### config.mk
export PLATFORM = sky130hd
export DESIGN_NAME = apu_frame_sequencer
export DESIGN_NICKNAME = d
export VERILOG_FILES = /design/src/rtl/apu_pkg.sv /design/src/rtl/apu_frame_divider.sv /design/src/rtl/apu_frame_sequencer.sv
export SDC_FILE = /design/constraint.sdc
export NUM_CORES = 1
export LEC_CHECK = 0
export ABC_AREA = 1
export BUFFER_PORTS_ARGS = -buffer_cell sky130_fd_sc_hd__buf_4
export CORE_MARGIN = 4
export CORE_UTILIZATION = 30
export CTS_CLUSTER_SIZE = 25
export DETAILED_ROUTE_END_ITERATION = 16
export PLACE_DENSITY = 0.48
export SYNTH_ARGS = -nofsm -noshare
export SYNTH_HDL_FRONTEND = slang
export SYNTH_HIERARCHICAL = 1
export SYNTH_SLANG_ARGS = --single-unit
### constraint.sdc
create_clock -name clk -period 1.4 [get_ports clk]
set_input_delay 0.14 -clock clk [delete_from_list [all_inputs] [get_ports clk]]
set_output_delay 0.14 -clock clk [all_outputs]
set_load 0.005 [all_outputs]
### src/rtl/apu_pkg.sv
// Shared constants and helpers for the APU frame sequencer.
package apu_pkg;

  localparam logic MODE_4STEP = 1'b0;
  localparam logic MODE_5STEP = 1'b1;

  localparam logic [2:0] LAST_STEP_4 = 3'd3;
  localparam logic [2:0] LAST_STEP_5 = 3'd4;

  // Pulse masks, bit i = pulse on step i
  localparam logic [4:0] QTR_MASK_4  = 5'b01111;
  localparam logic [4:0] HALF_MASK_4 = 5'b01010;
  localparam logic [4:0] QTR_MASK_5  = 5'b10111;
  localparam logic [4:0] HALF_MASK_5 = 5'b10010;

  function automatic logic [2:0] next_step(input logic [2:0] cur, input logic mode);
    logic [2:0] last;
    last = (mode == MODE_5STEP) ? LAST_STEP_5 : LAST_STEP_4;
    return (cur >= last) ? 3'd0 : cur + 3'd1;
  endfunction

  function automatic logic [4:0] qtr_mask(input logic mode);
    return (mode == MODE_5STEP) ? QTR_MASK_5 : QTR_MASK_4;
  endfunction

  function automatic logic [4:0] half_mask(input logic mode);
    return (mode == MODE_5STEP) ? HALF_MASK_5 : HALF_MASK_4;
  endfunction

endpackage

### src/rtl/apu_frame_divider.sv
// Prescaler for the frame sequencer: counts 0..ClkDiv-1, tick_o marks the wrap value.
module apu_frame_divider #(
  parameter int unsigned ClkDiv = 7457
) (
  input  logic clk_i,
  input  logic rst_ni,
  input  logic clear_i,
  output logic tick_o
);

  localparam logic [15:0] Last = 16'(ClkDiv - 1);

  logic [15:0] cnt_q, cnt_d;

  // Next count: synchronous clear has priority over counting
  always_comb begin
    cnt_d = cnt_q + 16'd1;
    if (clear_i || (cnt_q == Last)) begin
      cnt_d = 16'd0;
    end
  end

  // Counter register
  always_ff @(posedge clk_i or negedge rst_ni) begin
    if (!rst_ni) begin
      cnt_q <= 16'd0;
    end else begin
      cnt_q <= cnt_d;
    end
  end

  assign tick_o = (cnt_q == Last);

endmodule

### src/rtl/apu_frame_sequencer.sv
// APU frame sequencer: quarter/half-frame enables, step index and frame IRQ flag.
// Optional build macro APU_FRAME_IRQ_EN enables the inhibit bit, IRQ flag and irq_ack;
// without it frame_irq is tied low and sequencing is unchanged.
module apu_frame_sequencer
  import apu_pkg::*;
#(
  parameter int unsigned CLK_DIV = 7457
) (
  input  logic       clk,
  input  logic       rst_n,
  input  logic       cfg_wr,
  input  logic [7:0] cfg_data,
  input  logic       irq_ack,
  output logic       enable_240hz,
  output logic       enable_120hz,
  output logic       frame_irq,
  output logic [2:0] step
);

  logic       tick;
  logic       boundary;
  logic       mode_q, mode_d;
  logic [2:0] step_q, step_d;
  logic       adv_q, adv_d;
  logic       en240_q, en240_d;
  logic       en120_q, en120_d;
  logic [4:0] qtr_m, half_m;
  logic       unused_cfg;

  apu_frame_divider #(
    .ClkDiv (CLK_DIV)
  ) u_div (
    .clk_i   (clk),
    .rst_ni  (rst_n),
    .clear_i (cfg_wr),
    .tick_o  (tick)
  );

  // A write restarts the frame, so it swallows a coincident boundary
  assign boundary = tick & ~cfg_wr;

  // Next-state for mode, step and pulse registers
  always_comb begin
    mode_d  = mode_q;
    step_d  = step_q;
    adv_d   = 1'b0;
    en240_d = 1'b0;
    en120_d = 1'b0;
    qtr_m   = qtr_mask(mode_q);
    half_m  = half_mask(mode_q);
    if (cfg_wr) begin
      mode_d = cfg_data[7];
      step_d = 3'd0;
      // Entering 5-step mode clocks the units immediately
      if (cfg_data[7] == MODE_5STEP) begin
        en240_d = 1'b1;
        en120_d = 1'b1;
      end
    end else begin
      // Step advances the cycle after its pulse so step reads the pulsing step
      if (adv_q) begin
        step_d = next_step(step_q, mode_q);
      end
      if (boundary) begin
        en240_d = qtr_m[step_q];
        en120_d = half_m[step_q];
        adv_d   = 1'b1;
      end
    end
  end

  // Sequencer state registers
  always_ff @(posedge clk or negedge rst_n) begin
    if (!rst_n) begin
      mode_q  <= MODE_4STEP;
      step_q  <= 3'd0;
      adv_q   <= 1'b0;
      en240_q <= 1'b0;
      en120_q <= 1'b0;
    end else begin
      mode_q  <= mode_d;
      step_q  <= step_d;
      adv_q   <= adv_d;
      en240_q <= en240_d;
      en120_q <= en120_d;
    end
  end

  assign enable_240hz = en240_q;
  assign enable_120hz = en120_q;
  assign step         = step_q;

`ifdef APU_FRAME_IRQ_EN
  logic inhibit_q, inhibit_d;
  logic irq_q, irq_d;
  logic irq_set;

  assign irq_set = boundary && (mode_q == MODE_4STEP) && (step_q == LAST_STEP_4) && !inhibit_q;

  // IRQ flag: inhibit-write clear beats set, set beats acknowledge
  always_comb begin
    inhibit_d = inhibit_q;
    irq_d     = irq_q;
    if (irq_ack) begin
      irq_d = 1'b0;
    end
    if (irq_set) begin
      irq_d = 1'b1;
    end
    if (cfg_wr) begin
      inhibit_d = cfg_data[6];
      if (cfg_data[6]) begin
        irq_d = 1'b0;
      end
    end
  end

  // IRQ flag and inhibit registers
  always_ff @(posedge clk or negedge rst_n) begin
    if (!rst_n) begin
      inhibit_q <= 1'b0;
      irq_q     <= 1'b0;
    end else begin
      inhibit_q <= inhibit_d;
      irq_q     <= irq_d;
    end
  end

  assign frame_irq  = irq_q;
  assign unused_cfg = ^cfg_data[5:0];
`else
  assign frame_irq  = 1'b0;
  assign unused_cfg = ^{cfg_data[6:0], irq_ack};
`endif

endmodule

==> After elaboration in Yosys (flattened, before gate mapping) <==
Cells that the tools add are included.
{ "word_totals": {"in_bits": 12, "regBits": 23, "mem_count": 0, "output_inout_bits": 6, "ram_bits": 0, "word_cells": 33, "latchBits": 0, "romBits": 0} }
{ "classes": {"n_shift": 0, "div": 0, "n_bitwise": 2, "multipliers": 0, "add_sub_neg": 2, "mux": 18, "n_reduce_logical": 2, "order_cmp": 2, "eq_ne": 1} }
{ "op_table": {"columns": ["cell", "count"], "rows": [
  ["adder 16 x 1 -> 16 bit (second input constant)", 1],
  ["equality test 16 x 13 -> 1 bit (second input constant)", 1],
  ["two-way mux 16 bit", 1],
  ["two-way mux 3 bit", 4],
  ["two-way mux 5 bit", 2],
  ["two-way mux 1 bit", 9],
  ["binary-select mux 1 bit (select 3 bit)", 2],
  ["< comparator 3 x 4 -> 1 bit (second input constant)", 1],
  ["adder 3 x 1 -> 3 bit (second input constant)", 1],
  ["greater-or-equal comparator 3 bit", 1],
  ["nonzero test 2 bit", 1],
  ["bitwise AND 1 bit", 1],
  ["logical OR 1 bit", 1],
  ["NOT 1 bit", 1]
]} }

==> Depth between registers and ports, before layout <==
{ "logic_depth": {"ltp_word": 5, "mapped_depth": 10, "mapped_depth_nobuf": 10} }

==> Hierarchy <==
The synthesis kept the hierarchy.
{ "by_module_without_submodules": {"columns": ["module", "instances", "area_each_um2", "cells_each", "seq_area_each_um2"], "rows": [
  ["apu_frame_divider", 1, 939.7, 118, 400.4],
  ["apu_frame_sequencer", 1, 425.4, 50, 175.2]
]} }

==> Worst setup path before layout <==
Ideal clock, no wire load.
{ "synth_timing": {"path_kind": "reg-to-reg", "startpoint": "register u_div.cnt_q[0]", "endpoint": "register en120_q (netlist: enable_120hz)", "stages_incl_launch_ff": 11, "t_arrival_ns": 1.230, "required_ns": 1.324, "synth_period_minus_slack_ns": 1.307, "n_path_buf": 0, "path_slack_ns": 0.093, "cell_sequence": "dfrtp_1 inv_1 ha_1 nand3_1 nor2_1 nand2_2 inv_1 inv_1 nor2_1 nand2_1 o21ai_1"} }
{ "synth_via": {"elab_chain_len": 4} }
{ "synth_rtl": {"columns": ["item", "line", "rtl"], "rows": [
  ["from (decl)", "apu_frame_divider.sv:13", "logic [15:0] cnt_q, cnt_d;"],
  ["from (signal assigned)", "apu_frame_divider.sv:28", "cnt_q <= cnt_d;"],
  ["equality test 16 x 13 -> 1 bit", "apu_frame_divider.sv:32", "assign tick_o = (cnt_q == Last);"],
  ["net tick", "apu_frame_sequencer.sv:20", "logic tick;"],
  ["bitwise AND 1 bit", "apu_frame_sequencer.sv:40", "assign boundary = tick & ~cfg_wr;"],
  ["two-way mux 1 bit", "apu_frame_sequencer.sv:64", "if (boundary) begin"],
  ["two-way mux 1 bit", "apu_frame_sequencer.sv:51", "if (cfg_wr) begin"],
  ["net en120_d", "apu_frame_sequencer.sv:26", "logic en120_q, en120_d;"],
  ["to (signal assigned)", "apu_frame_sequencer.sv:85", "en120_q <= en120_d;"],
  ["to (decl)", "apu_frame_sequencer.sv:26", null]
]} }
The timed path passes the listed nets, and every way through them passes these cells.
A chain may end at the register's enable or synchronous reset.

==> Worst setup path after layout <==
Same ends and word-level chain as after synthesis.

==> run metrics <==
run status finished, final reports clean; final period utilization 93.8%; max-cap violation count 0; layout cell share with drive strength beyond 1 28.1%; RePlAce Congestion 0.776; Ys Warns 6; worst reg2reg endpoint enable_120hz; number of antenna violations at the first check in global routing 0; final setup fails 0; die width 75.5 µm; CP delay by family, top simple AND/OR/NAND/NOR gates; final-report hold violation count 0; H-tree levels 1; sequential cell area fraction in the yosys report 42.2%; slowest CP cell dfrtp_1; die area 0.00569 mm²; nets@finish 218; Max Freq 762 MHz; std cell rows 24; Buf+Inv Stages, Crit Path 3; CP startpoint kind register; Worst R2R Start u_div/cnt_q[0]; max incr delay on CP 400 ps; die height 75.5 µm; PnR worst setup slack 87.0 ps; Crit Path Max Fanout 3; Cell Pwr Density 722 mW/mm²; Gate Count Post-Synth 168; fillers 445; Sink Count 23; setup slack, reg-to-reg 90 ps; Most common cell on crit path inv_2; most common cell after layout, fill and taps aside nand2_1; Worst-path clk slew 90 ps; first-pass GRT wire length 4.92 mm; Hold EP adv_q; post-synthesis cell area 0.00137 mm²; Buffers on Ports 8; crit path launch u_div/cnt_q[0]; Leakage Power 0.778 nW; Skew-Pair Late Insertion Delay 260 ps; pin count of the biggest net entering global routing 24; synth unique cells 25; Root Buffer clkbuf_8; diode count 0; initial core utilization 31.1%; Hold Path Class primary input to register; DR iter-0 viols 58; hold path cells 2; total grt overflow 0; Avg Vias per Cell 4.66; pins over their slew limit 0; WL/cell 11.7 µm; post-route setup TNS 0 ps; hpwl dp 2.15 mm; antenna-violating nets left 0; First-pass DRT Iterations 4; Yosys reg bits 23; RSZ-0062 raised after global routing true; most frequent cells in the layout 31 x nand2_1, 26 x nor2_1, 25 x buf_4; Total GRT Usage 11.1%; overall power 0.00122 W; core region area 0.00438 mm²; Avg Cell Area, Syn 8.13 µm²; CTS tree built; syn nets 189; worst r2r path cells 10; VDD IR max 538 µV; post-route minimum period 1310 ps; Final Skew 1.96 ps; Routed WL 2.90 mm; vias in the first global route 1108; WHS 85.3 ps; Max Buffers Root-to-Sink 2; element type at the critical path end register; drt drc 0; DP Worst Slack 3.17 ps; WS Path Type register to register; Worst EP required 1600 ps; TritonCTS buffer count 3; vias 1155; Critical Path, Cell by Cell inv_2 > ha_1 > nand3_1 > nor2_1 > nand2_2 > inv_2 > inv_2 > nor2_4 > nand2_1 > o21ai_2; hold path start cfg_wr; Layout area overhead 23.6%; I/O pin total 18; arrival time worst endpoint 1510 ps
==> cell type report <==
type	instances	area [µm²]	area share (%)
inverter	20	75.1	4.45
sequential	23	576	34.1
clock buffer	3	41.3	2.45
multi-input combinational	123	726	43.0
timing repair buffer	26	198	11.7
tap	52	65.1	3.85
clock inverter	1	7.51	0.445
==> power by group <==
part	internal, W	leakage, nW	switching (W)	total (W)
clock network	0.000201	0.0217	0.000223	0.000424
registers	0.000676	0.315	0.00000764	0.000684
logic	0.0000462	0.442	0.0000645	0.000111
total	0.000924	0.778	0.000295	0.00122
==> worst max-delay path by stage <==
stage | cells after the start | to | slack (ps)
2_1_floorplan | 10 | enable_120hz | 90
3_3_place_gp | 10 | enable_120hz | 30
3_5_place_dp | 10 | enable_120hz | 3
4_1_cts | 10 | enable_120hz | 20
5_1_grt | 9 | enable_120hz | -50
6_report | 10 | enable_120hz | 90
==> state kept, by name, summed over array words and instances (netlist names) <==
register	cells
u_div/cnt_q	16
adv_q	1
mode_q	1
enable_240hz	1
enable_120hz	1
step	3
==> cells by family after synthesis <==
family / Yosys count / synth area share (%)
AOI/OAI and AO/OA: 15 / 6.69
xor gates and xnor gates: 7 / 4.49
and+or+nand+nor: 91 / 31.3
adders and majority gates: 9 / 8.25
other: 1 / 0.275
buffers and inverters: 22 / 6.87
DFF: 23 / 42.2
==> Yosys cell counts (all sizes together) <==
cell type | instances | area (µm²)
o21ai | 4 | 20.0
xor2 | 4 | 35.0
buf | 2 | 18.8
nand2 | 39 | 171
ha | 9 | 113
dfrtp | 23 | 576
or2 | 1 | 8.76
inv | 20 | 75.1
o22ai | 2 | 12.5
nor2 | 34 | 150
nand4 | 5 | 31.3
o21bai | 4 | 33.8
xnor2 | 3 | 26.3
conb | 1 | 3.75
a21oi | 5 | 25.0
nand3 | 12 | 65.1
==> through the flow <==
step | cell area (µm²) | std cells | util (%)
after floorplan | 1370 | 168 | -
after global placement | 1580 | 240 | 36.0
after detailed placement | 1580 | 240 | 36.0
after CTS | 1640 | 245 | 37.4
after global routing | 1690 | 248 | 38.5
final | 1690 | 248 | 38.5
==> what timing repair did <==
item / CTS / global route
gates resized for setup: 1 / 9
pin swaps: 0 / 7
setup endpoints to repair: 1 / 8
endpoints found under the hold margin: 23 / 0
setup buffers: 0 / 3
hold buffers: 1 / 0
==> per-layer routing <==
metal | global-route usage, % | vias up | routed length, µm
met5 | 0 | - | 0
met4 | 2.91 | 0 | 16
met3 | 2.64 | 2 | 115
met2 | 17.9 | 20 | 1340
met1 | 14.9 | 548 | 1430
li1 | - | 585 | -
Note: power is estimated with default switching activity, not from simulation.
